[src/rtl/somador_serial_if.sv]
// Start/done handshake and operand/result bus of the bit-serial adder/subtractor.
interface somador_serial_if #(
  parameter int unsigned N = 8
);
  logic         inicio;
  logic         sub;
  logic [N-1:0] A;
  logic [N-1:0] B;
  logic         Te;
  logic [N-1:0] S;
  logic         Ts;
  logic         ocupado;
  logic         pronto;

  modport master (
    output inicio, sub, A, B, Te,
    input  S, Ts, ocupado, pronto
  );

  modport slave (
    input  inicio, sub, A, B, Te,
    output S, Ts, ocupado, pronto
  );
endinterface

[src/rtl/somador_serial.sv]
// Bit-serial N-bit adder/subtractor: one full-adder cell plus a carry flop,
// one bit per clock, LSB first, under a start/done handshake.
module somador_serial #(
  parameter int unsigned N = 8
) (
  input  logic           clk,
  input  logic           rst,
  somador_serial_if.slave bus
);

  localparam int unsigned CW = (N <= 1) ? 1 : $clog2(N);

  typedef enum logic [1:0] {
    OCIOSO  = 2'd0,
    SOMANDO = 2'd1,
    FIM     = 2'd2
  } state_t;

  state_t        state_q, state_n;
  logic [N-1:0]  ra_q, ra_n;
  logic [N-1:0]  rb_q, rb_n;
  logic [N-1:0]  rs_q, rs_n;
  logic [N-1:0]  s_q, s_n;
  logic          carry_q, carry_n;
  logic          ts_q, ts_n;
  logic [CW-1:0] cnt_q, cnt_n;
  logic          ocupado_q, ocupado_n;
  logic          pronto_q, pronto_n;
  logic          sum_c;
  logic          cout_c;

  // Full-adder cell on the current LSBs
  assign sum_c  = ra_q[0] ^ rb_q[0] ^ carry_q;
  assign cout_c = (ra_q[0] & rb_q[0]) | (ra_q[0] & carry_q) | (rb_q[0] & carry_q);

  always_comb begin
    state_n   = state_q;
    ra_n      = ra_q;
    rb_n      = rb_q;
    rs_n      = rs_q;
    s_n       = s_q;
    carry_n   = carry_q;
    ts_n      = ts_q;
    cnt_n     = cnt_q;

    case (state_q)
      OCIOSO: begin
        if (bus.inicio) begin
          // Subtraction as A + ~B + ~Te; Ts then reads as "no borrow"
          ra_n    = bus.A;
          rb_n    = bus.sub ? ~bus.B : bus.B;
          carry_n = bus.sub ? ~bus.Te : bus.Te;
          cnt_n   = '0;
          state_n = SOMANDO;
        end
      end
      SOMANDO: begin
        carry_n = cout_c;
        ra_n    = ra_q >> 1;
        rb_n    = rb_q >> 1;
        rs_n    = (rs_q >> 1) | (N'(sum_c) << (N - 1));
        cnt_n   = cnt_q + CW'(1);
        if (cnt_q == CW'(N - 1)) begin
          s_n     = rs_n;
          ts_n    = cout_c;
          state_n = FIM;
        end
      end
      FIM: begin
        state_n = OCIOSO;
      end
      default: begin
        state_n = OCIOSO;
      end
    endcase

    ocupado_n = (state_n == SOMANDO);
    pronto_n  = (state_n == FIM);
  end

  always_ff @(posedge clk or posedge rst) begin
    if (rst) begin
      state_q   <= OCIOSO;
      ra_q      <= '0;
      rb_q      <= '0;
      rs_q      <= '0;
      s_q       <= '0;
      carry_q   <= 1'b0;
      ts_q      <= 1'b0;
      cnt_q     <= '0;
      ocupado_q <= 1'b0;
      pronto_q  <= 1'b0;
    end else begin
      state_q   <= state_n;
      ra_q      <= ra_n;
      rb_q      <= rb_n;
      rs_q      <= rs_n;
      s_q       <= s_n;
      carry_q   <= carry_n;
      ts_q      <= ts_n;
      cnt_q     <= cnt_n;
      ocupado_q <= ocupado_n;
      pronto_q  <= pronto_n;
    end
  end

  assign bus.S       = s_q;
  assign bus.Ts      = ts_q;
  assign bus.ocupado = ocupado_q;
  assign bus.pronto  = pronto_q;

endmodule
[src/flat_wrapper.sv]
// flat-port wrapper written by rule: the top's interface ports become plain ports
module somador_serial_flat 
#(
  parameter int unsigned N = 8
)
  (clk, rst, bus_inicio, bus_sub, bus_A, bus_B, bus_Te, bus_S, bus_Ts, bus_ocupado, bus_pronto);
  somador_serial_if #(.N(N)) bus_i ();
  input  logic clk;
  input  logic rst;
  input wire logic [$bits(bus_i.inicio)-1:0] bus_inicio;
  input wire logic [$bits(bus_i.sub)-1:0] bus_sub;
  input wire logic [$bits(bus_i.A)-1:0] bus_A;
  input wire logic [$bits(bus_i.B)-1:0] bus_B;
  input wire logic [$bits(bus_i.Te)-1:0] bus_Te;
  output wire logic [$bits(bus_i.S)-1:0] bus_S;
  output wire logic [$bits(bus_i.Ts)-1:0] bus_Ts;
  output wire logic [$bits(bus_i.ocupado)-1:0] bus_ocupado;
  output wire logic [$bits(bus_i.pronto)-1:0] bus_pronto;
  assign bus_i.inicio = bus_inicio;
  assign bus_i.sub = bus_sub;
  assign bus_i.A = bus_A;
  assign bus_i.B = bus_B;
  assign bus_i.Te = bus_Te;
  assign bus_S = bus_i.S;
  assign bus_Ts = bus_i.Ts;
  assign bus_ocupado = bus_i.ocupado;
  assign bus_pronto = bus_i.pronto;
  somador_serial #(.N(N)) u_core (.clk(clk), .rst(rst), .bus(bus_i));
endmodule
[config.mk]
export PLATFORM = sky130hd
export DESIGN_NAME = somador_serial_flat
export DESIGN_NICKNAME = d
export VERILOG_FILES = /design/src/rtl/somador_serial_if.sv /design/src/rtl/somador_serial.sv /design/src/flat_wrapper.sv
export SDC_FILE = /design/constraint.sdc
export NUM_CORES = 1
export LEC_CHECK = 0
export ABC_AREA = 1
export CAP_MARGIN = 15
export CORE_MARGIN = 3
export CORE_UTILIZATION = 51
export DETAILED_ROUTE_END_ITERATION = 12
export PLACE_DENSITY = 0.78
export SLEW_MARGIN = 30
export SYNTH_ARGS = -nofsm -noshare
export SYNTH_HDL_FRONTEND = slang
export SYNTH_SLANG_ARGS = --single-unit
[constraint.sdc]
create_clock -name clk -period 1.6 [get_ports clk]
set_input_delay 0.4 -clock clk [delete_from_list [all_inputs] [get_ports clk]]
set_output_delay 0.4 -clock clk [all_outputs]
set_load 0.05 [all_outputs]
==> flow_summary.ini, run 1 <==
[cts]
ctsLongestPathBuffers = 2
numCtsBuffers = 5
ctsRootBufferMaster = clkbuf_4
h-tree-depth = 2
post_cts_resize_count = 0
cts_hold_buf = 0
path_clk_slew_ns = 0.11
cts_sinks = 40
post_cts_buffers = 0
clk-insertion-delay-late_ns = 0.34
tritoncts = yes

[floorplan]
core-area_um2 = 3128
die-area_um2 = 4090
initial_core_util_pct = 54.76
die_w_um = 63.96
die_y_um = 63.96
rows = 20
pin_count = 32

[logic_synthesis]
ys_types = 17
synthTopCellsByArea = dfrtp_1 58%, nand2_1 17%, o21ai_0 5.3%, nand3_1 4.1%, xor2_1 3.6%
yosys.area_share.simple_pct = 22.86
synth.avg_cell_area_um2 = 8.921
netlist_area_um2 = 1713
synth_top_family_by_area = simple AND/OR/NAND/NOR gates
synth_cells = 192
yosys_warnings = 0
syn_nets = 216
synth_compound_area_share_pct = 6.136
yosys_register_bits = 40
yosys.area_share.adder_pct = 2.630
synth_xor_area_share_pct = 4.091
muxShareOfSynthArea_pct = 0
synth_area_leader_cell = dfrtp_1
synth_top_cell_area_share_pct = 58.44
yosysSeqAreaShare_pct = 58.44

[grt]
grtUsageTotal_pct = 17.81
globalRouteOverflowTotal = 0
grt_pass1_vias = 1304
antenna_found_initial = 0
grt_max_degree = 41
grt_pass1_wl_mm = 5.685

[sta]
max_freq_ghz = 0.7057
worst_slew_pin_slew_ns = 0.2860
setup-tns-final_ns = 0
holdWs_ns = 0.4081
fin_ws_ns = 0.1830
clock_skew_ns = 0.006946
period_share_pct = 88.56
setup-violations-final = 0
period_needed_ns = 1.417
hold_viol_final = 0
rsz0062_at_grt = false
timing.final.max_slew_violations = 0
relSlewSlack_pct = 80.87

[detailed_routing]
firstDrtPassIters = 4
drt_iter0_markers = 108
via_per_inst = 4.880
drcViolationCount = 0
num_vias = 1337
ant_nets = 0
drt_wl_total_mm = 3.291
wl_per_cell_um = 12.01

[placement]
dpl_cell_area_um2 = 2206
post-dp-hpwl_mm = 2.316
dp_slack_ns = 0.01904
numPlacedInstances = 266
place.gp.congestion = 0.7326
port_buffers = 31

[run]
max_cap_violations = 0

[critical_path]
crit_path_end_kind = flop
slowest_stage = dfrtp_1
crit_buf_inv = 1
cp-start-kind = flop
cp.required_ns = 1.83
path_cells = ha_1 -> ha_1 -> nand2_2 -> inv_1 -> nand2_1 -> nand2_1
worst_path_largest_cell_delay_ns = 0.41
path_class = flop to flop
cp.arrival_ns = 1.65
path_delay_family = adder cells
crit_fanout = 19

[power_and_ir_drop]
powerDensity_nw_per_um2 = 1807
p_leak_nw = 1.112
vdd_drop_max_v = 0.0009233
finalPower_mw = 4.092

[final_layout]
finalNetCount = 253
area_delta_synth_final_pct = 32.21
utilization_pct = 72.40
final_cell_area_um2 = 2265
fillers = 245
drive_above_1_share_pct = 11.30
diodes = 0
fin_cells = 274

[outcome]
status = finished clean

[worst_hold_path]
hp-class = input port to async pin
## flip-flops by register name (all words and copies together), names as in the netlist
name and flops:
u_core.bus.S 8, u_core.bus.Ts 1, u_core.bus.ocupado 1, u_core.bus.pronto 1, u_core.carry_q 1, u_core.cnt_q 3
u_core.ra_q 8, u_core.rb_q 8, u_core.rs_q 7, u_core.state_q 2
## worst min-delay path, delay by kind of cell
kind / cells / cell delay [ns]
buffers and inverters: 3 / 0.73
## kinds of logic (layout without fill, tap and decap cells)
kind of cell,Yosys count,after routing
flops,40,40
fa+ha+maj,3,3
simple gates,97,97
buf+inv,23,61
compound gates,21,21
xor+xnor,8,8
## layout make-up
type / instances / area, um2 / share of cell area (%)
Tap cell: 44 / 55.05 / 2.431
Sequential cell: 40 / 1001 / 44.20
Inverter: 16 / 60.06 / 2.652
Clock buffer: 8 / 58.81 / 2.597
Multi-Input combinational cell: 129 / 611.8 / 27.02
Timing Repair Buffer: 37 / 478.0 / 21.10
## synthesized netlist by cell type (all sizes together)
cell type	instances
dfrtp	40
xnor2	1
nand3	14
fa	1
nand2	79
nor2	4
ha	2
xor2	7
o21ai	18
a21oi	3
clkbuf	1
inv	16
buf	6
## placed cells by master, fill, tap and decap left out, drive strengths merged
| cell | synthesis | routed |
|---|---|---|
| nand2 | 79 | 79 |
| dfrtp | 40 | 40 |
| clkdlybuf4s50 | 0 | 20 |
| o21ai | 18 | 18 |
| buf | 6 | 17 |
| inv | 16 | 16 |
| nand3 | 14 | 14 |
| clkbuf | 1 | 8 |
| xor2 | 7 | 7 |
| nor2 | 4 | 4 |
| a21oi | 3 | 3 |
| ha | 2 | 2 |
| xnor2 | 1 | 1 |
| fa | 1 | 1 |
## power by group
part	internal, mW	leakage [nW]	switching, mW	total (mW)
combinational	0.825	0.566	1.04	1.86
sequential	1.41	0.513	0.291	1.70
clock	0.217	0.0326	0.309	0.526
## per-layer routing
| layer | vias to the layer above | part of all wire (%) | track usage (%) |
|---|---|---|---|
| li1 | 666 | - | - |
| met1 | 628 | 42 | 22.38 |
| met2 | 37 | 51 | 29.03 |
| met5 | - | 0 | 0 |
| met4 | 0 | 1.3 | 6.199 |
| met3 | 6 | 5.1 | 5.448 |
## worst paths after layout
check                      slack (ns)       startpoint  cells past startpoint              end
setup / recovery                 0.18  u_core.cnt_q[0]                      6  u_core.bus.S[0]
hold / removal                   0.41              rst                      3   u_core.ra_q[0]
setup reg to reg                 0.18  u_core.cnt_q[0]                      6  u_core.bus.S[0]
hold reg to reg                  0.49   u_core.rs_q[1]                      2  u_core.bus.S[0]
max in group asynchronous        1.00              rst                      3  u_core.cnt_q[0]
min in group clk                 0.49   u_core.rs_q[1]                      2  u_core.bus.S[0]
No activity file was read; power rests on OpenSTA's default activity.
==> run 2, diff against run 1 <==
--- a/config.mk
+++ b/config.mk
@@ -6,7 +6,6 @@
 export NUM_CORES = 1
 export LEC_CHECK = 0
 export ABC_AREA = 1
-export CAP_MARGIN = 15
 export CORE_MARGIN = 3
 export CORE_UTILIZATION = 51
 export DETAILED_ROUTE_END_ITERATION = 12
==> results of run 2 <==
Same layout as run 1: the final DEF is identical, and so are final timing and power.
